--- config.mk ---
export PLATFORM = sky130hd
export DESIGN_NAME = bus_cycle_ctrl_flat
export DESIGN_NICKNAME = d
export VERILOG_FILES = /design/src/rtl/bus_cycle_ctrl_if.sv /design/src/rtl/bus_cycle_ctrl.sv /design/src/flat_wrapper.sv
export SDC_FILE = /design/constraint.sdc
export NUM_CORES = 1
export LEC_CHECK = 0
export BUFFER_PORTS_ARGS = -buffer_cell sky130_fd_sc_hd__buf_4
export CORE_MARGIN = 1
export CORE_UTILIZATION = 49
export CTS_CLUSTER_SIZE = 16
export DETAILED_ROUTE_END_ITERATION = 6
export PLACE_DENSITY = 0.79
export SETUP_SLACK_MARGIN = 0.15
export SLEW_MARGIN = 25
export SYNTH_ARGS = -nofsm -noshare
export SYNTH_HDL_FRONTEND = slang
export SYNTH_SLANG_ARGS = --single-unit
export TNS_END_PERCENT = 50
--- constraint.sdc ---
create_clock -name clk -period 2.2 [get_ports clk]
set_input_delay 0 -clock clk [delete_from_list [all_inputs] [get_ports clk]]
set_output_delay 0 -clock clk [all_outputs]
set_load 0.02 [all_outputs]
--- src/rtl/bus_cycle_ctrl_if.sv ---
// Request/response and 8085 bus signals of bus_cycle_ctrl.
// slave = the controller; master = the microcode sequencer / bus environment.
interface bus_cycle_ctrl_if;
    logic        cyc_start;
    logic [2:0]  cyc_type;
    logic [15:0] cyc_addr;
    logic [7:0]  cyc_wdata;
    logic        ready;
    logic [7:0]  ad_in;
    logic        cyc_rdy;
    logic        cyc_done;
    logic [7:0]  cyc_rdata;
    logic        opcode_strobe;
    logic        cyc_timeout;
    logic [7:0]  haddress;
    logic [7:0]  ad_out;
    logic        ad_oe;
    logic        ALE;
    logic        RDn;
    logic        WRn;
    logic        IOMn;
    logic        S0;
    logic        S1;

    modport slave (
        input  cyc_start, cyc_type, cyc_addr, cyc_wdata, ready, ad_in,
        output cyc_rdy, cyc_done, cyc_rdata, opcode_strobe, cyc_timeout,
        output haddress, ad_out, ad_oe, ALE, RDn, WRn, IOMn, S0, S1
    );

    modport master (
        output cyc_start, cyc_type, cyc_addr, cyc_wdata, ready, ad_in,
        input  cyc_rdy, cyc_done, cyc_rdata, opcode_strobe, cyc_timeout,
        input  haddress, ad_out, ad_oe, ALE, RDn, WRn, IOMn, S0, S1
    );
endinterface

--- src/rtl/bus_cycle_ctrl.sv ---
// 8085 machine-cycle sequencer: T1/T2/TW/T3/T4 timing for OF, MR, MW, IOR, IOW.
// Optional READY timeout in TW is enabled by defining BUS_WAIT_TIMEOUT_EN.
module bus_cycle_ctrl #(
    parameter int MAX_WAIT = 15
) (
    input  logic              clk,
    input  logic              rst,
    bus_cycle_ctrl_if.slave   bus
);

    localparam logic [2:0] S_IDLE = 3'd0;
    localparam logic [2:0] S_T1   = 3'd1;
    localparam logic [2:0] S_T2   = 3'd2;
    localparam logic [2:0] S_TW   = 3'd3;
    localparam logic [2:0] S_T3   = 3'd4;
    localparam logic [2:0] S_T4   = 3'd5;

    localparam logic [2:0] TYP_OF  = 3'd0;
    localparam logic [2:0] TYP_MR  = 3'd1;
    localparam logic [2:0] TYP_MW  = 3'd2;
    localparam logic [2:0] TYP_IOR = 3'd3;
    localparam logic [2:0] TYP_IOW = 3'd4;

    if (MAX_WAIT < 1 || MAX_WAIT > 255) begin : g_bad_max_wait
        $error("bus_cycle_ctrl: MAX_WAIT out of range 1..255");
    end

    logic [2:0]  state_q, state_d;
    logic [2:0]  type_q, type_d;
    logic [15:0] addr_q, addr_d;
    logic [7:0]  wdata_q, wdata_d;
    logic [7:0]  rdata_q, rdata_d;
    logic        done_q, done_d;
    logic        ostb_q, ostb_d;

    logic is_read, is_write, final_st, accept, strobe_ph, active;

    assign is_read   = (type_q == TYP_OF) || (type_q == TYP_MR) || (type_q == TYP_IOR);
    assign is_write  = (type_q == TYP_MW) || (type_q == TYP_IOW);
    assign final_st  = (state_q == S_T4) || ((state_q == S_T3) && (type_q != TYP_OF));
    assign strobe_ph = (state_q == S_T2) || (state_q == S_TW) || (state_q == S_T3);
    assign active    = (state_q != S_IDLE);

    assign bus.cyc_rdy = (state_q == S_IDLE) || final_st;
    assign accept      = bus.cyc_start && bus.cyc_rdy && (bus.cyc_type <= TYP_IOW);

`ifdef BUS_WAIT_TIMEOUT_EN
    localparam logic [7:0] WAIT_LAST = 8'(MAX_WAIT - 1);
    logic [7:0] wcnt_q, wcnt_d;
    logic       tmo_q, tmo_d;
    logic       timeout_q, timeout_d;
`endif

    always_comb begin
        state_d = state_q;
        type_d  = type_q;
        addr_d  = addr_q;
        wdata_d = wdata_q;
        rdata_d = rdata_q;
        done_d  = 1'b0;
        ostb_d  = 1'b0;
`ifdef BUS_WAIT_TIMEOUT_EN
        wcnt_d    = wcnt_q;
        tmo_d     = tmo_q;
        timeout_d = 1'b0;
`endif
        case (state_q)
            S_IDLE: state_d = S_IDLE;
            S_T1:   state_d = S_T2;
            S_T2: begin
                state_d = bus.ready ? S_T3 : S_TW;
`ifdef BUS_WAIT_TIMEOUT_EN
                wcnt_d = '0;
`endif
            end
            S_TW: begin
                if (bus.ready) begin
                    state_d = S_T3;
                end
`ifdef BUS_WAIT_TIMEOUT_EN
                // wcnt_q counts completed TW clocks, so the last allowed one sees MAX_WAIT-1
                else if (wcnt_q == WAIT_LAST) begin
                    state_d = S_T3;
                    tmo_d   = 1'b1;
                end else begin
                    wcnt_d = wcnt_q + 8'd1;
                end
`endif
            end
            S_T3:   state_d = (type_q == TYP_OF) ? S_T4 : S_IDLE;
            S_T4:   state_d = S_IDLE;
            default: state_d = S_IDLE;
        endcase

        if ((state_q == S_T3) && is_read) begin
            rdata_d = bus.ad_in;
        end

        if (final_st) begin
            done_d = 1'b1;
            ostb_d = (type_q == TYP_OF);
`ifdef BUS_WAIT_TIMEOUT_EN
            timeout_d = tmo_q;
`endif
        end

        // Acceptance in the final state overrides the return to IDLE (back-to-back)
        if (accept) begin
            state_d = S_T1;
            type_d  = bus.cyc_type;
            addr_d  = bus.cyc_addr;
            wdata_d = bus.cyc_wdata;
`ifdef BUS_WAIT_TIMEOUT_EN
            tmo_d = 1'b0;
`endif
        end
    end

    always_ff @(posedge clk) begin
        if (rst) begin
            state_q <= S_IDLE;
            type_q  <= TYP_OF;
            addr_q  <= '0;
            wdata_q <= '0;
            rdata_q <= '0;
            done_q  <= 1'b0;
            ostb_q  <= 1'b0;
        end else begin
            state_q <= state_d;
            type_q  <= type_d;
            addr_q  <= addr_d;
            wdata_q <= wdata_d;
            rdata_q <= rdata_d;
            done_q  <= done_d;
            ostb_q  <= ostb_d;
        end
    end

`ifdef BUS_WAIT_TIMEOUT_EN
    always_ff @(posedge clk) begin
        if (rst) begin
            wcnt_q    <= '0;
            tmo_q     <= 1'b0;
            timeout_q <= 1'b0;
        end else begin
            wcnt_q    <= wcnt_d;
            tmo_q     <= tmo_d;
            timeout_q <= timeout_d;
        end
    end
    assign bus.cyc_timeout = timeout_q;
`else
    assign bus.cyc_timeout = 1'b0;
`endif

    assign bus.cyc_done      = done_q;
    assign bus.opcode_strobe = ostb_q;
    assign bus.cyc_rdata     = rdata_q;
    assign bus.haddress      = addr_q[15:8];

    assign bus.ALE  = (state_q == S_T1);
    assign bus.RDn  = !(strobe_ph && is_read);
    assign bus.WRn  = !(strobe_ph && is_write);
    assign bus.IOMn = active && ((type_q == TYP_IOR) || (type_q == TYP_IOW));
    assign bus.S1   = active && is_read;
    assign bus.S0   = active && ((type_q == TYP_OF) || is_write);

    always_comb begin
        bus.ad_oe  = 1'b0;
        bus.ad_out = '0;
        if (state_q == S_T1) begin
            bus.ad_oe  = 1'b1;
            bus.ad_out = addr_q[7:0];
        end else if (strobe_ph && is_write) begin
            bus.ad_oe  = 1'b1;
            bus.ad_out = wdata_q;
        end
    end

endmodule

--- src/flat_wrapper.sv ---
// flat-port wrapper written by rule: the top's interface ports become plain ports
module bus_cycle_ctrl_flat 
#(
    parameter int MAX_WAIT = 15
)
  (clk, rst, bus_cyc_start, bus_cyc_type, bus_cyc_addr, bus_cyc_wdata, bus_ready, bus_ad_in, bus_cyc_rdy, bus_cyc_done, bus_cyc_rdata, bus_opcode_strobe, bus_cyc_timeout, bus_haddress, bus_ad_out, bus_ad_oe, bus_ALE, bus_RDn, bus_WRn, bus_IOMn, bus_S0, bus_S1);
  bus_cycle_ctrl_if bus_i ();
  input  logic clk;
  input  logic rst;
  input wire logic [$bits(bus_i.cyc_start)-1:0] bus_cyc_start;
  input wire logic [$bits(bus_i.cyc_type)-1:0] bus_cyc_type;
  input wire logic [$bits(bus_i.cyc_addr)-1:0] bus_cyc_addr;
  input wire logic [$bits(bus_i.cyc_wdata)-1:0] bus_cyc_wdata;
  input wire logic [$bits(bus_i.ready)-1:0] bus_ready;
  input wire logic [$bits(bus_i.ad_in)-1:0] bus_ad_in;
  output wire logic [$bits(bus_i.cyc_rdy)-1:0] bus_cyc_rdy;
  output wire logic [$bits(bus_i.cyc_done)-1:0] bus_cyc_done;
  output wire logic [$bits(bus_i.cyc_rdata)-1:0] bus_cyc_rdata;
  output wire logic [$bits(bus_i.opcode_strobe)-1:0] bus_opcode_strobe;
  output wire logic [$bits(bus_i.cyc_timeout)-1:0] bus_cyc_timeout;
  output wire logic [$bits(bus_i.haddress)-1:0] bus_haddress;
  output wire logic [$bits(bus_i.ad_out)-1:0] bus_ad_out;
  output wire logic [$bits(bus_i.ad_oe)-1:0] bus_ad_oe;
  output wire logic [$bits(bus_i.ALE)-1:0] bus_ALE;
  output wire logic [$bits(bus_i.RDn)-1:0] bus_RDn;
  output wire logic [$bits(bus_i.WRn)-1:0] bus_WRn;
  output wire logic [$bits(bus_i.IOMn)-1:0] bus_IOMn;
  output wire logic [$bits(bus_i.S0)-1:0] bus_S0;
  output wire logic [$bits(bus_i.S1)-1:0] bus_S1;
  assign bus_i.cyc_start = bus_cyc_start;
  assign bus_i.cyc_type = bus_cyc_type;
  assign bus_i.cyc_addr = bus_cyc_addr;
  assign bus_i.cyc_wdata = bus_cyc_wdata;
  assign bus_i.ready = bus_ready;
  assign bus_i.ad_in = bus_ad_in;
  assign bus_cyc_rdy = bus_i.cyc_rdy;
  assign bus_cyc_done = bus_i.cyc_done;
  assign bus_cyc_rdata = bus_i.cyc_rdata;
  assign bus_opcode_strobe = bus_i.opcode_strobe;
  assign bus_cyc_timeout = bus_i.cyc_timeout;
  assign bus_haddress = bus_i.haddress;
  assign bus_ad_out = bus_i.ad_out;
  assign bus_ad_oe = bus_i.ad_oe;
  assign bus_ALE = bus_i.ALE;
  assign bus_RDn = bus_i.RDn;
  assign bus_WRn = bus_i.WRn;
  assign bus_IOMn = bus_i.IOMn;
  assign bus_S0 = bus_i.S0;
  assign bus_S1 = bus_i.S1;
  bus_cycle_ctrl #(.MAX_WAIT(MAX_WAIT)) u_core (.clk(clk), .rst(rst), .bus(bus_i));
endmodule
# Yosys cells after proc, flatten, opt, wreduce, memory -nomap -nowiden

Cells that the tools add are included.

Output and inout bits: 35
Register bits after elaboration: 40
Logic and storage cells: 57
Input port bits: 39

Equal/unequal tests: 11
Muxes and demuxes: 10
$lt $le $gt $ge: 1
Reductions and logical operators: 26
Bitwise gates (word level): 1

Operator list:

| kind                                                            | number |
|---|---|
| 8-bit 2-to-1 mux                                                | 2 |
| 3-bit by 2-bit == test with 1-bit output, second input constant | 4 |
| 3-bit one-hot mux with 4 select lines                           | 1 |
| 3-bit == test, second input constant                            | 3 |
| 1-bit logical AND                                               | 9 |
| 1-bit logical OR                                                | 9 |
| 3-bit 2-to-1 mux                                                | 3 |
| 3-bit by 1-bit == test with 1-bit output, second input constant | 2 |
| 3-bit logical NOT                                               | 2 |
| 3-bit nonzero test                                              | 2 |
| 1-bit 2-to-1 mux                                                | 4 |
| 2-bit OR reduction                                              | 2 |
| 3-bit less-or-equal comparator, second input constant           | 1 |
| 3-bit by 2-bit != test with 1-bit output, second input constant | 1 |
| 1-bit logical NOT                                               | 2 |
| 2-bit != test, second input constant                            | 1 |
| 1-bit inverter                                                  | 1 |

# Logic depth before layout (Yosys ltp)

Depth in word-level cells: 7
Gate-level depth with buffers: 8
Depth with buffers taken out: 5

# Worst setup path after synthesis

No wires, ideal clock.

Kind: register to register
From: register u_core.type_q[0]
To: register u_core.addr_q[0]
Data arrival time: 1.733 ns
Setup time: 0.072 ns
Required time: 2.128 ns
Path slack: 0.395 ns
Path buffers: 4
Period minus slack after synthesis: 1.805 ns
Cell stages (with the launch flop): 9
Cells stage by stage: dfxtp_1 > buf_2 > nor3_4 > a211oi_2 > and3_1 > buf_4 > buf_8 > buf_12 > mux2i_1

Longest elaborated chain between the ends: 6

Ends and longest elaborated chain:

| item                           | line                  | text |
|---|---|---|
| from (decl)                    | bus_cycle_ctrl.sv:29  | `logic [2:0] type_q, type_d;` |
| from (signal assigned)         | bus_cycle_ctrl.sv:130 | `type_q <= type_d;` |
| 3-bit nonzero test             | bus_cycle_ctrl.sv:40  | `assign final_st = (state_q == S_T4) \|\| ((state_q == S_T3) && (type_q != TYP_OF));` |
| 1-bit logical AND              | bus_cycle_ctrl.sv:40  |  |
| 1-bit logical OR               | bus_cycle_ctrl.sv:40  |  |
| 1-bit logical OR               | bus_cycle_ctrl.sv:44  | `assign bus.cyc_rdy = (state_q == S_IDLE) \|\| final_st;` |
| named net bus_cyc_rdy          | flat_wrapper.sv:16    | `output wire logic [$bits(bus_i.cyc_rdy)-1:0] bus_cyc_rdy;` |
| 1-bit logical AND (2 in a row) | bus_cycle_ctrl.sv:45  | `assign accept = bus.cyc_start && bus.cyc_rdy && (bus.cyc_type <= TYP_IOW);` |
| to (signal assigned)           | bus_cycle_ctrl.sv:131 | `addr_q <= addr_d;` |
| to (decl)                      | bus_cycle_ctrl.sv:30  | `logic [15:0] addr_q, addr_d;` |

The timed path passes the listed nets, and every way through them passes these cells.
A chain may end at the register's enable or synchronous reset.

# Worst setup path in the final report

From: register u_core.type_q[2]
To: output bus_ad_out[5]

Longest elaborated chain between the ends: 5
Elaborated cells between the ends (all ways): 6
Those cells by class: 2 x eq/ne; 2 x mux; 2 x reduce/logical

Ends and longest elaborated chain:

| item                                                                             | line                  | text |
|---|---|---|
| 3-bit by 2-bit == test with 1-bit output / 3-bit == test (equally long branches) | bus_cycle_ctrl.sv:39  | `assign is_write = (type_q == TYP_MW) \|\| (type_q == TYP_IOW);` |
| 1-bit logical OR *                                                               | bus_cycle_ctrl.sv:39  |  |
| 1-bit logical AND *                                                              | bus_cycle_ctrl.sv:174 | `end else if (strobe_ph && is_write) begin` |
| 8-bit 2-to-1 mux *                                                               | bus_cycle_ctrl.sv:174 |  |
| 8-bit 2-to-1 mux *                                                               | bus_cycle_ctrl.sv:171 | `if (state_q == S_T1) begin` |
| to (decl)                                                                        | flat_wrapper.sv:22    | `output wire logic [$bits(bus_i.ad_out)-1:0] bus_ad_out;` |

Every way passes the cells marked *; elsewhere a longest branch is shown, timed or not.

==> summary.md <==
• 7.31 mm — wire length of the first global-routing pass
• 5 — count of cells along the worst register-to-register path
• 38.6% — sequential element share of the synthesized area
• 51.5% — Starting Density
• 74 — number of top-level pins
• 38.6% — share of the synthesized area in the top cell type
• 31 — count of cell types in the netlist
• 2 — maximum count of clock buffers along a single path
• u_core.type_q[2] — Critical path origin
• 40 — number of sinks driven by the clock tree
• u_core.type_q[0] — launching point of the worst reg2reg path
• 0 — final hold viol count
• 370 ps — setup slack on the worst flop-to-flop path
• 44.4% — layout overhead on the synthesized area
• in -> reg — type of the tightest min-delay check
• 1.68 mW — PnR Total Power
• dfxtp_1 — cell taking the most area after synthesis
• 2.79 mm — placed wire-length estimate
• dfxtp_1 — predominant post-synthesis flop cell
• 23 — Placement Rows
• 80 ps — clock-pin slew reported for the worst setup and hold paths after clock tree synthesis
• 4030 um^2 — area of the core
• 1930 ps — Data arrival, critical path
• 0 — Final setup viols
• 4 — total iterations of the first detailed-routing run
• 0 — Max-cap violations
• 1774 — vias after detailed routing
• 2200 ps — Crit path required time
• 560 nW/um^2 — P per Cell Area
• 67.0 um — Die Width
• 0 — total overflow reported by the global router
• primary output — Critical Path Sink Type
• 4.77 — DR vias/cell
• 67.0 um — DIE HEIGHT
• 0% — FFs w/ async S/R, synth
• 72 — I/O Buffers
• 4500 um^2 — die footprint
• 0 — initial antenna violation count
• false — RSZ-0062 raised after global routing
• 6.60 ps — clock skew
• 9.17 um^2 — synthesized area per cell
• bus_ready — startpoint of the worst hold path
• 0 — Remaining DRCs
• 1675 — number of global-route vias before repair
• 518 MHz — Max Clock Freq
• finished clean — run status
• 1.25 nW — leakage
• 25.4% — global-route track usage on met1
• bus_ad_out[5] — capture point of the worst path
• 265 — Post-Synthesis Net Count
• 290 ps — later-pin clock latency in the skew report
• 0.376 mV — maximum ir drop on the vdd rail
• 0 — number of max-slew violations in the final report
• nand2b_1 — cell with the most instances after synthesis
• 9 — Critical Path Fanout Max
• 0 — number of enable flip-flop cells after synthesis
• 226 — number of standard cells after synthesis
• 22.0% — GRT Resource Usage Total
• 0 — antenna diode count
• met2 — GRT Max-Usage Layer
• clkbuf_8 — cell at the root of the clock tree
• 0 ps — sum of negative setup slack
• 12.2 um — final routed wire length divided by cell count
• reg -> out — class of the most critical setup path
• 56 x nand2b_1, 40 x dfxtp_1, 35 x mux2i_1, 21 x nand2_1, 13 x nor2_1 — most frequent cells after synthesis
• 40 — #FFs+latches synth
• 1930 ps — final critical delay including setup and external delays
• 324 — final-layout fill cell count
• 2 — H-tree depth
• 0 — post-CTS setup-driven buffer insertion count
• 4.55 mm — Final Routed Wirelength
• 2070 um^2 — post-synthesis instance area
• 0.801 — routability cong.
• built — CTS tree
• u_core.addr_q[3] — Reg-to-Reg End
• flip-flop — crit start category
• dfxtp_1 39%, mux2i_1 17%, nand2b_1 17%, buf_4 4.0%, nand2_1 3.8% — largest cells by area after synthesis
• 0 — Synth Warn #
• 66 — count of routing violations after the opening detailed-route iteration
• 28.9% — share of post-route cells with drive strength above 1
• 5 — Num CTS Buffers
• 360 — Final #Nets
• 68 — maximum number of pins on one net before global-route repair
• 4.97% — GRT met3 Usage
• 38.4% — M2 GR Usage
• 0 — number of antenna-violating nets in the routed design
• 87.7% — Period Utilization, post-route
registers in the layout, summed over array words and instances (netlist names):
register	flops
u_core.addr_q	16
u_core.bus.cyc_rdata	8
u_core.wdata_q	8
u_core.state_q	3
u_core.type_q	3
u_core.bus.cyc_done	1
u_core.bus.opcode_strobe	1
cell usage in the layout, fill, tap and decap left out, drive strengths merged, types with 2 or more instances in the layout:
cell,n
a211oi,4
a21oi,9
buf,77
clkbuf,8
dfxtp,40
dlygate4sd3,35
inv,2
mux2i,35
nand2,21
nand2b,56
nand3b,2
nor2,13
nor2b,4
nor3,4
nor4,2
o21ai,2
worst min path at each step:
| stage | slack (ps) | to | cells after the start |
|---|---|---|---|
| after floorplan | 150 | u_core.bus.cyc_rdata[0] | 2 |
| after CTS | 2 | u_core.state_q[1] | 3 |
| after global routing | 8 | u_core.state_q[1] | 3 |
| after global placement | 230 | u_core.bus.cyc_rdata[4] | 3 |
| final | 10 | u_core.state_q[1] | 3 |
| after detailed placement | 240 | u_core.bus.cyc_rdata[2] | 3 |
cells by family (layout without fill, tap and decap cells):
logic type                Yosys count  after routing  synth area share [%]
buffers and inverters              26            122                  8.87
muxes                              35             35                  16.9
xor gates and xnor gates            1              1                 0.423
and+or+nand+nor                   106            106                  29.1
other                               1              1                 0.181
DFF                                40             40                  38.6
AOI/OAI and AO/OA                  17             17                  5.85
power breakdown:
part	internal [mW]	switching (mW)	total [mW]	leakage [nW]
Clock	0.256	0.245	0.501	0.0455
Sequential	0.763	0.0308	0.794	0.326
Combinational	0.209	0.173	0.382	0.880
Total	1.23	0.449	1.68	1.25
metal layers:
metal,routed length (um),vias to the layer above
met5,0,-
met4,21,0
met1,2030,809
met2,2320,42
li1,-,921
met3,183,2
worst max-delay path: stages, from the launching register on:
cell and delay (ps):
dfxtp_1 400, buf_4 200, xor2_1 230, nor2b_2 230, a221oi_2 80, buf_4 180, a21oi_1 150, buf_4 170
through the flow:
step	hold slack, ps	instance area (um^2)	instances	setup slack [ps]	utilization [%]
2_1_floorplan	147	2070	226	395	-
3_3_place_gp	235	2550	329	491	63.3
3_5_place_dp	242	2550	329	407	63.3
4_1_cts	1.95	2990	372	211	74.3
5_1_grt	7.94	2990	372	166	74.3
6_report	9.93	2990	372	270	74.3
layout make-up:
cell class              instances  area [um^2]  area share (%)
clock buffers                   8         90.1            3.01
inverters                       2         7.51           0.251
multi-input cells             160         1090            36.5
flip-flops and latches         40          801            26.7
well taps                      50         62.6            2.09
repair buffers                112          941            31.4
repair_timing:
action                                  in CTS  in global routing
endpoints found under the hold margin       35                  0
resized for setup                            0                  1
hold buffers                                35                  0
endpoints found under the setup margin       0                  2
Power figures use the tool's default switching activity.
